[src/rtl/sensor_sched_pkg.sv]
// Shared types and constants for the sensor poll scheduler.
//   schedState_e   : round-robin FSM states
//   chW()          : channel index width for a given channel count
//   DEF_PERIOD_MS  : default ms between automatic rounds
//   DEF_TIMEOUT_MS : default ms allowed per channel response
package sensor_sched_pkg;

  typedef enum logic [2:0] {
    IDLE,
    SELECT,
    START,
    WAIT,
    NEXT
  } schedState_e;

  localparam int unsigned DEF_PERIOD_MS  = 1000;
  localparam int unsigned DEF_TIMEOUT_MS = 50;

  // Width of a channel index; never below one bit so a port can always be declared.
  function automatic int unsigned chW(input int unsigned numCh);
    return (numCh < 2) ? 1 : $clog2(numCh);
  endfunction

endpackage

[src/rtl/ch_next_find.sv]
// Combinational search for the lowest set mask bit strictly above an index.
//   iMask    : candidate channels
//   iIdx     : search starts above this index
//   iFromLow : 1 = ignore iIdx and search from bit 0 (index "-1")
//   oIdx     : index of the channel found (0 when none)
//   oFound   : a channel was found
module ch_next_find
  import sensor_sched_pkg::*;
#(
  parameter  int unsigned NUM_CH = 4,
  localparam int unsigned CH_W   = chW(NUM_CH)
) (
  input  logic [NUM_CH-1:0] iMask,
  input  logic [CH_W-1:0]   iIdx,
  input  logic              iFromLow,
  output logic [CH_W-1:0]   oIdx,
  output logic              oFound
);

  // Scan downwards so the last hit written is the lowest qualifying bit.
  always_comb begin
    oFound = 1'b0;
    oIdx   = '0;
    for (int n = NUM_CH - 1; n >= 0; n--) begin
      if (iMask[n] && (iFromLow || (n > int'(iIdx)))) begin
        oFound = 1'b1;
        oIdx   = CH_W'(n);
      end
    end
  end

endmodule

[src/rtl/sensor_poll_scheduler.sv]
// Round-robin poll scheduler for the sensor front-ends. Each enabled channel
// gets a start pulse in turn; the scheduler waits for its done pulse or a ms
// timeout, latches the result, then moves on to the next enabled channel.
//   iClk, iRst   : clock, asynchronous active-high reset
//   iMs_Tick     : one-cycle 1 ms strobe
//   iEn          : scheduler enable (also holds the period counter at 0 when low)
//   iCh_Mask     : channels included in rounds
//   iForce       : one-cycle manual round request
//   iDone, iData : per-channel result-ready pulse and result bus
//   oStart       : one-cycle start pulse per channel
//   oBusy        : round in progress
//   oData        : latched results, slice n = [n*DATA_W +: DATA_W]
//   oValid       : channel has latched at least one result
//   oTimeout     : last poll of the channel timed out
//   oCur_Ch      : channel currently being polled
//   oRound_Done  : one-cycle pulse at round end
module sensor_poll_scheduler
  import sensor_sched_pkg::*;
#(
  parameter  int unsigned NUM_CH     = 4,
  parameter  int unsigned DATA_W     = 32,
  parameter  int unsigned PERIOD_MS  = DEF_PERIOD_MS,
  parameter  int unsigned TIMEOUT_MS = DEF_TIMEOUT_MS,
  localparam int unsigned CH_W       = chW(NUM_CH)
) (
  input  logic                     iClk,
  input  logic                     iRst,
  input  logic                     iMs_Tick,
  input  logic                     iEn,
  input  logic [NUM_CH-1:0]        iCh_Mask,
  input  logic                     iForce,
  input  logic [NUM_CH-1:0]        iDone,
  input  logic [NUM_CH*DATA_W-1:0] iData,
  output logic [NUM_CH-1:0]        oStart,
  output logic                     oBusy,
  output logic [NUM_CH*DATA_W-1:0] oData,
  output logic [NUM_CH-1:0]        oValid,
  output logic [NUM_CH-1:0]        oTimeout,
  output logic [CH_W-1:0]          oCur_Ch,
  output logic                     oRound_Done
);

  localparam int unsigned PCNT_W = $clog2(PERIOD_MS);
  localparam int unsigned TCNT_W = $clog2(TIMEOUT_MS + 1);
  localparam logic [NUM_CH-1:0] ONE_CH = NUM_CH'(1);

  schedState_e       state;
  logic [PCNT_W-1:0] periodCnt;
  logic [TCNT_W-1:0] toCnt;
  logic              pending;
  logic              trigger;
  logic              request;
  logic [CH_W-1:0]   findIdx;
  logic              findFound;

  assign trigger = iEn && iMs_Tick && (periodCnt == PCNT_W'(PERIOD_MS - 1));
  assign request = trigger || iForce;
  assign oBusy   = (state != IDLE);

  // Period counter keeps running during rounds so the cadence is independent of
  // how long a round takes; it restarts from 0 whenever the scheduler is disabled.
  always_ff @(posedge iClk or posedge iRst) begin
    if (iRst) begin
      periodCnt <= '0;
    end else if (!iEn) begin
      periodCnt <= '0;
    end else if (iMs_Tick) begin
      periodCnt <= trigger ? '0 : periodCnt + 1'b1;
    end
  end

  // SELECT searches from bit 0, NEXT searches strictly above the current channel.
  ch_next_find #(
    .NUM_CH(NUM_CH)
  ) u_find (
    .iMask   (iCh_Mask),
    .iIdx    (oCur_Ch),
    .iFromLow(state == SELECT),
    .oIdx    (findIdx),
    .oFound  (findFound)
  );

  always_ff @(posedge iClk or posedge iRst) begin
    if (iRst) begin
      state       <= IDLE;
      toCnt       <= '0;
      pending     <= 1'b0;
      oStart      <= '0;
      oData       <= '0;
      oValid      <= '0;
      oTimeout    <= '0;
      oCur_Ch     <= '0;
      oRound_Done <= 1'b0;
    end else begin
      oStart      <= '0;
      oRound_Done <= 1'b0;
      if ((state != IDLE) && !iEn) begin
        // Abandon the round: no latch, no round-done, queued request dropped.
        state   <= IDLE;
        pending <= 1'b0;
      end else begin
        // One request may queue behind the running round.
        if ((state != IDLE) && request) begin
          pending <= 1'b1;
        end
        unique case (state)
          IDLE: begin
            if (iEn && (|iCh_Mask) && (request || pending)) begin
              state   <= SELECT;
              pending <= 1'b0;
            end
          end
          SELECT: begin
            if (findFound) begin
              oCur_Ch <= findIdx;
              oStart  <= ONE_CH << findIdx;
              state   <= START;
            end else begin
              state <= IDLE;
            end
          end
          START: begin
            toCnt <= '0;
            state <= WAIT;
          end
          WAIT: begin
            // Done takes priority over a coincident final timeout tick.
            if (iDone[oCur_Ch]) begin
              oData[oCur_Ch*DATA_W +: DATA_W] <= iData[oCur_Ch*DATA_W +: DATA_W];
              oValid[oCur_Ch]   <= 1'b1;
              oTimeout[oCur_Ch] <= 1'b0;
              state             <= NEXT;
            end else if (iMs_Tick) begin
              if (toCnt == TCNT_W'(TIMEOUT_MS - 1)) begin
                oTimeout[oCur_Ch] <= 1'b1;
                state             <= NEXT;
              end else begin
                toCnt <= toCnt + 1'b1;
              end
            end
          end
          NEXT: begin
            if (findFound) begin
              oCur_Ch <= findIdx;
              oStart  <= ONE_CH << findIdx;
              state   <= START;
            end else begin
              oRound_Done <= 1'b1;
              state       <= IDLE;
            end
          end
          default: state <= IDLE;
        endcase
      end
    end
  end

endmodule

[config.mk]
export PLATFORM = sky130hd
export DESIGN_NAME = sensor_poll_scheduler
export DESIGN_NICKNAME = d
export VERILOG_FILES = /design/src/rtl/sensor_sched_pkg.sv /design/src/rtl/ch_next_find.sv /design/src/rtl/sensor_poll_scheduler.sv
export SDC_FILE = /design/constraint.sdc
export NUM_CORES = 1
export LEC_CHECK = 0
export ABC_AREA = 0
export BUFFER_PORTS_ARGS = -buffer_cell sky130_fd_sc_hd__buf_2
export CAP_MARGIN = 20
export CELL_PAD_IN_SITES_DETAIL_PLACEMENT = 1
export CELL_PAD_IN_SITES_GLOBAL_PLACEMENT = 1
export CORE_MARGIN = 2
export CORE_UTILIZATION = 37
export DETAILED_ROUTE_END_ITERATION = 16
export HOLD_SLACK_MARGIN = 0.03
export PLACE_DENSITY = 0.82
export SLEW_MARGIN = 20
export SYNTH_ARGS = -nofsm -noshare
export SYNTH_HDL_FRONTEND = slang
export SYNTH_SLANG_ARGS = --single-unit
[constraint.sdc]
create_clock -name iClk -period 6.85 [get_ports iClk]
set_clock_uncertainty 0.15 [all_clocks]
set_input_delay 0.685 -clock iClk [delete_from_list [all_inputs] [get_ports iClk]]
set_output_delay 0.685 -clock iClk [all_outputs]
set_load 0.005 [all_outputs]
-- Yosys cells after proc, flatten, opt, wreduce, memory -nomap -nowiden
Cells that the tools add are included.
- shifts and indexed selects: 4
- multiplexer cells: 40
- reductions and logical operators: 29
- multiply operators: 0
- bitwise gates (word level): 5
- order comparisons: 5
- equal/unequal tests: 13
- divide/modulo/power cells: 0
- add/sub/neg operators: 3
- operator list (kind ; count):
    $bwmux W128 ; 1
    $shift A32 B34 Y128 const A ; 1
    $shiftx A128 B8 Y32 ; 1
    $shiftx A32 B34 Y128 ; 1
    $neg A7 Y34 ; 1
    $mux W10 ; 3
    $mux W4 ; 6
    $mux W6 ; 3
    $mux W3 ; 5
    $mux W1 ; 13
    $pmux W3 S4 ; 1
    $pmux W6 S2 ; 1
    $logic_and A1 B1 Y1 ; 11
    $add A10 B1 Y10 const B ; 1
    $eq A10 B10 Y1 const B ; 1
    $mux W2 ; 5
    $reduce_and A3 Y1 ; 3
    $ne A2 B2 Y1 const B ; 4
    $ne A4 B4 Y1 const B ; 2
    $or A4 B4 Y4 ; 2
    $add A6 B1 Y6 const B ; 1
    $eq A3 B2 Y1 const B ; 2
    $eq A6 B6 Y1 const B ; 1
    $reduce_bool A2 Y1 ; 3
    other kinds (21) ; 26
- output and inout port bits: 144
- memories: 0
- word-level logic and storage cells: 109
- memory bits (read-only): 0
- RAM bits: 0
- latch bits: 0
- bits of input ports: 141
- register bits after elaboration: 163

-- Depth between registers and ports, before layout
Gate-level depths: netlist of the first run.
- word-level depth: 11
- mapped depth: 8
- depth with buffers taken out: 6

-- Hierarchy
From an unflattened synthesis of the first run, not the netlist that was laid out.
- cell total of the unflattened synthesis: 659
- area total of the unflattened synthesis: 7464.7 um^2
- by module, submodules not included (module ; area an instance (um^2) ; times used ; cells each ; sequential area each (um^2)):
    sensor_poll_scheduler ; 7370.8 ; 1 ; 643 ; 4078.9
    ch_next_find ; 93.8 ; 1 ; 16 ; 0.0

-- Worst setup path before layout of the first run
Ideal clock, no wire load.
- path type: reg2reg
- start: register oCur_Ch[0]
- end: register oData[28]
- setup slack: 4.266 ns
- setup time: 0.084 ns
- data required time: 6.616 ns
- buffers on the path: 3
- stages on the path, launching flop included: 9
- arrival time: 2.350 ns
- period minus slack after synthesis: 2.584 ns
- cells stage by stage: dfrtp_1 buf_2 buf_2 inv_1 ha_1 nor3b_1 clkbuf_1 nand2_1 o21ai_0
- longest elaborated chain between the ends: 3
- elaborated cells on any way between the ends: 8
- classes of those cells: add/sub: 1; shift: 3; mux: 3; reduce/logical: 1
- ends and longest elaborated chain (what ; RTL line ; text):
    start: declaration ; sensor_poll_scheduler.sv:39 ; output logic [CH_W-1:0] oCur_Ch,
    start signal: assignment ; sensor_poll_scheduler.sv:115 ; oCur_Ch <= findIdx;
    start signal: assignment ; sensor_poll_scheduler.sv:144 ; oCur_Ch <= findIdx;
    $shiftx A128 B8 Y32 (tied with other cells) ; sensor_poll_scheduler.sv:129 ; oData[oCur_Ch*DATA_W +: DATA_W] <= iData[oCur_Ch*DATA_W +: DATA_W];
    $shiftx A32 B34 Y128 (tied with other cells) ; sensor_poll_scheduler.sv:129 ;
    $bwmux W128 / $reduce_and A3 Y1 (equally long branches) ; -- ;
    end signal: indexed assignment ; sensor_poll_scheduler.sv:129 ;
    end: declaration ; sensor_poll_scheduler.sv:36 ; output logic [NUM_CH*DATA_W-1:0] oData,
Parallel ways exist; a longest one is shown, timed or not. The select of a mux whose other input is x is not followed.
A chain may end at the register's enable or synchronous reset.

-- Worst setup path in the final report of the first run
- start: register oCur_Ch[1]
- end: register oData[37]
Same word-level chain as after synthesis.

==> results of run 1 <==
## layout by cell type, fill, tap and decap left out, types with 2 or more instances in the layout
master / count
clkinvlp_4: 2
nand2b_1: 2
o22a_1: 2
buf_4: 11
o21a_1: 4
inv_1: 11
nand2_1: 144
a41oi_1: 2
dfrtp_1: 161
and2_1: 5
or2_2: 2
mux4_2: 33
a21oi_1: 13
a211oi_1: 2
or3_1: 2
clkbuf_1: 2
and4b_1: 2
a22o_1: 68
buf_2: 284
dfrtp_2: 2
nand3_2: 2
ha_1: 11
xor2_1: 3
nor2_1: 9
a31oi_1: 9
clkinv_2: 2
o31ai_1: 4
clkbuf_16: 17
nor3b_2: 2
nor3_1: 6
o21ai_0: 74
clkinv_4: 2
a21o_1: 5
inv_6: 6
diode_2: 4
nand3_1: 12
## per-stage QoR
| stage | setup slack (ns) | instance area, sq um |
|---|---|---|
| 2_1_floorplan | 1.610 | 7393 |
| 3_3_place_gp | 3.599 | 9076 |
| 3_5_place_dp | 3.469 | 9096 |
| 4_1_cts | 3.450 | 9641 |
| 5_1_grt | 3.267 | 9648 |
| 6_report | 3.447 | 9651 |
## logic make-up after synthesis
group | synth area share, %
AOI/OAI and AO/OA | 17.63
xor gates and xnor gates | 0.4739
adders and majority gates | 1.862
buffers and inverters | 3.199
DFF | 55.17
muxes | 10.20
and+or+nand+nor | 11.46
## power breakdown
| group | leakage, uW | total [uW] | switching (uW) | internal, uW |
|---|---|---|---|---|
| clock | 0.000264 | 894 | 412 | 482 |
| combinational | 0.00242 | 983 | 568 | 415 |
| sequential | 0.00226 | 1190 | 127 | 1060 |
| total | 0.00494 | 3070 | 1110 | 1960 |
## area by class of cell
class,instances,area share (%)
Sequential cell,163,42.29
Multi-Input combinational cell,437,32.22
Timing Repair Buffer,296,15.79
Clock buffer,20,4.629
Tap cell,265,3.436
Clock inverter,12,1.011
Inverter,12,0.5186
Antenna cell,4,0.1037
## how the worst max path moves through the flow
stage | from | end | slack [ns] | cells after the start
finish | oCur_Ch[1] | oData[37] | 3.45 | 5
global route | oCur_Ch[1] | oData[37] | 3.27 | 5
CTS | oCur_Ch[1] | oData[37] | 3.45 | 5
detailed placement | oCur_Ch[1] | oData[37] | 3.47 | 5
global placement | oCur_Ch[1] | oData[56] | 3.60 | 5
floorplan | iRst | asynchronous set/reset pin | 1.61 | 1
## synthesized netlist by cell type, types with 2 or more instances
| library cell | number | area share [%] |
|---|---|---|
| dfrtp_1 | 163 | 55 |
| nand2_1 | 144 | 7.3 |
| o21ai_0 | 74 | 5.0 |
| a22o_1 | 68 | 8.1 |
| mux4_2 | 33 | 10 |
| clkbuf_1 | 24 | 1.2 |
| buf_2 | 18 | 1.2 |
| nand3_1 | 14 | 0.95 |
| a21oi_1 | 13 | 0.88 |
| inv_1 | 12 | 0.61 |
| ha_1 | 11 | 1.9 |
| a31oi_1 | 9 | 0.76 |
| nor2_1 | 9 | 0.46 |
| nor3_1 | 7 | 0.47 |
| a21o_1 | 5 | 0.51 |
| and2_1 | 5 | 0.42 |
| o21a_1 | 4 | 0.41 |
| o31ai_1 | 4 | 0.41 |
| buf_1 | 3 | 0.15 |
| nor3b_1 | 3 | 0.30 |
| xor2_1 | 3 | 0.36 |
| a211oi_1 | 2 | 0.20 |
| a41oi_1 | 2 | 0.24 |
| and4b_1 | 2 | 0.27 |
| nand2b_1 | 2 | 0.17 |
| nor4_1 | 2 | 0.17 |
| o22a_1 | 2 | 0.24 |
| or2_2 | 2 | 0.17 |
| or3_1 | 2 | 0.17 |
## state kept, by name (all words and copies together) (netlist names), named ones only
| signal | flops |
|---|---|
| oCur_Ch | 2 |
| periodCnt | 10 |
| oRound_Done | 1 |
| toCnt | 6 |
| pending | 1 |
| state | 3 |
| oValid | 4 |
| oStart | 4 |
| oData | 128 |
## layer usage
| layer | up-vias | GRT usage, % |
|---|---|---|
| met2 | 194 | 40.47 |
| met5 | - | 0 |
| met3 | 44 | 5.611 |
| met1 | 3267 | 31.14 |
| met4 | 0 | 7.990 |
| li1 | 2931 | - |
==> flow_metrics.py, run 1 <==
metrics = {
    "outcome": {
        "outcome": "finished clean",
    },
    "power_and_ir_drop": {
        "power.density_nw_per_um2": 317.6,
        "power.total_uw": 3065,
        "p_leak_uw": 0.004942,
        "ir_drop_mv": 0.1929,
    },
    "sta": {
        "hold_ws_ns": 0.2635,
        "slew_headroom_pct": 28.74,
        "setup_viol": 0,
        "tightest_slew_ns": 1.069,
        "slew_viol_final": 0,
        "period_share_pct": 49.69,
        "layout_min_cycle_time_ns": 3.403,
        "hold_viol": 0,
        "setup_tns_ns": 0,
        "fmax_mhz": 293.8,
        "grt_setup_unrepaired": "false",
    },
    "worst_setup_path": {
        "end_kind": "flop",
        "slowest_stage": "dfrtp_2",
        "path_buf_inv": 1,
        "r2r_start": "oCur_Ch[1]",
        "crit_family": "flip-flops",
        "start_kind": "flop",
        "cp.arrival_ns": 3.56,
        "crit_path_max_fanout": 41,
        "r2r-end": "oData[37]",
        "reg2reg_depth": 5,
        "worstPathCellList": "mux4_2 -> and2_1 -> nand2_1 -> buf_4 -> a22o_1",
        "worstSetupPathType": "reg2reg",
        "rrSetupSlack_ns": 3.45,
        "critPathMaxStageDelay_ns": 1.07,
        "required_ns": 7.00,
    },
    "clock_tree": {
        "cts_buffers": 17,
        "cts_root_buf": "clkbuf_16",
        "clk_latency_ns": 0.42,
        "hold_buffers": 0,
        "tritoncts": "done",
        "cts_resized": 0,
        "h-tree-depth": 4,
        "cts_buffer_depth": 2,
        "clock_sinks": 163,
        "post_cts_buffers": 0,
        "worst_setup_hold_path_clk_slew_ns": 0.07,
    },
    "drt": {
        "wl_met1_microns": 10840,
        "met3WireLength_microns": 1143,
        "drcViolationCount": 0,
        "drtPass1Iterations": 6,
        "met2_length_microns": 12600,
        "drt_wl_total_microns": 25280,
        "drtIter0Drc": 284,
        "via_count": 6436,
        "avgViaCountPerCell": 5.323,
        "final_antenna_net_count": 0,
        "dr.max_layer_used": "met4",
        "wl_per_cell_microns": 20.91,
    },
    "global_route": {
        "grt_pass1_wl_microns": 40130,
        "grt_usage_pct": 24.15,
        "antenna_found_initial": 3,
        "first_global_vias": 6873,
        "grt_start_max_net_pins": 91,
        "grt.overflow.total": 0,
    },
    "placed_design": {
        "gp_congestion": 0.8133,
        "dp_hpwl_microns": 18440,
        "portBuffers": 284,
        "placedCellCount": 1173,
    },
    "floorplanning": {
        "pin_count": 285,
        "initial_core_util_pct": 37.86,
        "coreArea_sq_um": 19530,
        "fp.dieH_microns": 145.4,
        "placementRows": 51,
        "dieArea_sq_um": 21130,
        "die_w_microns": 145.4,
    },
    "layout": {
        "area_delta_synth_final_pct": 30.53,
        "finalNetCount": 1079,
        "final_util_pct": 49.42,
        "nFillCells": 2271,
        "seq_area_sq_um": 4081,
        "multiInputGateArea_sq_um": 3109,
        "drive_gt1_share_pct": 39.68,
        "layout.cells.non_filler": 1209,
    },
    "synthesis": {
        "synth-edff-count": 0,
        "ys_seq_elements": 163,
        "synthCells": 657,
        "yosysWarnings": 0,
        "async_reset_ff_share_pct": 100.0,
        "synth_cell_types": 44,
        "ys.flop_type": "dfrtp_1",
        "avgSynthCellArea_sq_um": 11.25,
        "yosysSeqAreaShare_pct": 55.17,
        "synth.net_count": 809,
        "synthesis.area_sq_um": 7393,
    },
    "job": {
        "cap_violations": 0,
    },
    "worst_hold_path": {
        "worstHoldPathType": "in2async",
    },
}
Note: power is estimated with default switching activity, not from simulation.
==> run 2: changes to the inputs <==
- ABC_AREA: 0 -> 1
- CORE_UTILIZATION: 37 -> 32
- PLACE_DENSITY: 0.82 -> 0.78
- clock period: 6.85 -> 3.1 ns (I/O delays scaled with it)
==> flow_metrics.py, run 2 <==
metrics = {
    "layout": {
        "layout.cells.non_filler": 1684,
        "regMostFlops": "oData",
        "reg_top3": "oData (128), periodCnt (10), toCnt (6)",
        "final_util_pct": 41.97,
        "stdcell_area_sq_um": 10570,
        "largest_reg_flops": 128,
        "drive_gt1_share_pct": 26.74,
        "final_cell_mix": "nand2_1, buf_2, dfrtp_1, nand3_1, o21ai_0",
        "area_delta_synth_final_pct": 28.83,
        "finalNetCount": 1493,
        "mostFrequentLayoutCell": "nand2_1",
        "antenna_cells": 0,
    },
    "clock_tree": {
        "clock_sinks": 163,
        "cts_root_buf": "clkbuf_16",
        "h-tree-depth": 4,
        "clk_latency_ns": 0.44,
        "worst_setup_hold_path_clk_slew_ns": 0.08,
        "tritoncts": "done",
        "cts_buffers": 17,
        "cts_buffer_depth": 2,
    },
    "sta": {
        "tightest_slew_ns": 0.6608,
        "setup_viol": 0,
        "setup_tns_ns": 0,
        "layout_min_cycle_time_ns": 2.620,
        "period_share_pct": 84.53,
        "slew_headroom_pct": 55.95,
        "hold_viol": 0,
        "slew_viol_final": 0,
        "hold_ws_ns": 0.04961,
        "grt_setup_unrepaired": "false",
        "fmax_mhz": 381.6,
    },
    "placed_design": {
        "gp_congestion": 0.8416,
        "dp_hpwl_microns": 22920,
        "portBuffers": 284,
        "placedCellCount": 1651,
        "post_dp_cell_area_sq_um": 9921,
    },
    "synthesis": {
        "yosysWarnings": 0,
        "synth.area.top_cells": "dfrtp_1, nand2_1, nand3_1",
        "synth_most_common_cell": "nand2_1",
        "synthCells": 1079,
        "synth_mux_area_share_pct": 0,
        "async_reset_ff_share_pct": 100.0,
        "ys_seq_elements": 163,
        "synth_compound_area_share_pct": 10.42,
        "synth_top_cell_by_area": "dfrtp_1",
        "synth-simple-area-share_pct": 31.97,
        "synth_top_area_share_pct": 49.73,
        "synth-xor-area-share_pct": 0.6406,
        "synthesis.area_sq_um": 8203,
        "synth.net_count": 1231,
        "synth-edff-count": 0,
        "yosysSeqAreaShare_pct": 49.73,
        "avgSynthCellArea_sq_um": 7.602,
        "synthAdderAreaFrac_pct": 1.678,
        "synth_top_family_by_area": "simple AND/OR/NAND/NOR gates",
        "ys.flop_type": "dfrtp_1",
        "synth_common_cells": "nand2_1, dfrtp_1, nand3_1",
        "synth_cell_types": 34,
    },
    "global_route": {
        "antenna_found_initial": 0,
        "grt_usage_pct": 23.01,
        "grt_start_max_net_pins": 73,
        "grt_pass1_wl_microns": 47900,
        "grt.overflow.total": 0,
        "first_global_vias": 8430,
    },
    "drt": {
        "drtPass1Iterations": 5,
        "wl_per_cell_microns": 18.26,
        "via_count": 8349,
        "avgViaCountPerCell": 4.958,
        "drt_wl_total_microns": 30740,
        "drtIter0Drc": 409,
        "final_antenna_net_count": 0,
        "drcViolationCount": 0,
    },
    "floorplanning": {
        "die_w_microns": 164.1,
        "placementRows": 58,
        "coreArea_sq_um": 25180,
        "fp.dieH_microns": 164.1,
        "pin_count": 285,
        "dieArea_sq_um": 26930,
        "initial_core_util_pct": 32.57,
    },
    "worst_hold_path": {
        "worstHoldPathType": "in2reg",
        "min_from": "iEn",
        "hold_depth": 3,
        "hold_end": "oStart[0]",
    },
    "worst_setup_path": {
        "slowest_stage": "dfrtp_4",
        "end_kind": "flop",
        "critPathMaxStageDelay_ns": 0.51,
        "worstSetupPathType": "reg2reg",
        "crit_path_max_fanout": 22,
        "cp.arrival_ns": 2.85,
        "start_kind": "flop",
        "crit_family": "simple AND/OR/NAND/NOR gates",
        "crit_path_frequent_cell": "nand2_1",
        "required_ns": 3.33,
        "r2r_start": "oCur_Ch[0]",
        "rrSetupSlack_ns": 0.48,
        "r2r-end": "oData[80]",
        "worstSetupPathDepth": 10,
        "reg2reg_depth": 10,
        "worstPathCellList": "inv_2 -> nand2_1 -> nand3_1 -> nand2_1 -> nor2_8 -> inv_4 -> nor2_4 -> buf_4 -> nand3_1 -> nand2_1",
        "path_buf_inv": 3,
    },
    "power_and_ir_drop": {
        "power.density_nw_per_um2": 893.4,
        "p_leak_uw": 0.005687,
        "pwr-share-seq_pct": 31.5,
        "ir_drop_mv": 0.5289,
        "switching_share_pct": 44.97,
        "p_int_uw": 5196,
        "p_sw_uw": 4245,
        "p_clk_share_pct": 24.6,
        "pwr-share-comb_pct": 43.8,
    },
    "job": {
        "cap_violations": 0,
    },
    "outcome": {
        "outcome": "finished clean",
    },
}
==> run 2: cell count changes in the layout (fill, tap and decap cells not counted), sizes merged, moves of 6 or more <==
cell	change
a21oi	-6
a22o	-68
a31oi	-9
buf	+13
inv	+24
mux4	-33
nand2	+267
nand3	+103
nor2	+83
nor3	-6
o21ai	+70
==> run 2: cell families (layout without fill, tap and decap cells) <==
family                     Yosys count  count (layout)
AOI/OAI and AO/OA                  164             164
xor gates and xnor gates             6               6
adders and majority gates           11              11
buffers and inverters              101             376
DFF                                163             163
and+or+nand+nor                    634             634
==> run 2: metal layers <==
metal | wire, microns | global-route usage, % | vias to the layer above
met1 | 14400 | 33.17 | 4086
met4 | 523 | 5.542 | 0
met3 | 1728 | 4.470 | 31
met2 | 14090 | 35.58 | 229
met5 | 0 | 0 | -
li1 | - | - | 4003
==> run 2: metrics by stage <==
stage / total power, uW / worst slack (ns)
final: 9441 / 0.4796
after global placement: 7081 / 0.6707
after detailed placement: 7170 / 0.5494
after global routing: 10120 / 0.2613
after floorplan: 5327 / 0.5692
after CTS: 9512 / 0.5064
==> run 2: cell type report <==
class,instances,area (sq um)
tap,330,412.9
timing repair buffer,310,1632
inverter,34,133.9
fill,3233,14610
sequential,163,4083
clock inverter,15,211.5
clock buffer,17,425.4
multi-input combinational,815,3670
==> run 2: what timing repair did <==
item,in CTS,in global routing
endpoints found under the hold margin,23,0
setup buffers,0,0
hold buffers,1,0
gates resized for setup,0,0
setup endpoints to repair,0,0
==> run 2: worst max path at each step <==
stage / from / endpoint / slack, ns
2_1_floorplan: iRst / asynchronous set/reset pin / 0.57
3_3_place_gp: oCur_Ch[0] / oData[85] / 0.67
3_5_place_dp: oCur_Ch[0] / oData[80] / 0.55
4_1_cts: oCur_Ch[0] / oData[80] / 0.51
5_1_grt: oCur_Ch[0] / oData[78] / 0.26
6_report: oCur_Ch[0] / oData[80] / 0.48
==> run 2: worst register-to-register path: cells and delay by family (launching register included) <==
kind          cells  cell delay (ns)
flops             1             0.51
buf+inv           3             0.68
simple gates      7             1.21
==> run 2: power groups by stage <==
stage | clock network [uW] | registers [uW] | logic (uW)
after floorplan | 0 | 3000 | 2330
after global placement | 0 | 3000 | 4080
after detailed placement | 0 | 3010 | 4160
after CTS | 2360 | 2980 | 4170
after global routing | 2450 | 3030 | 4640
final | 2320 | 2980 | 4140
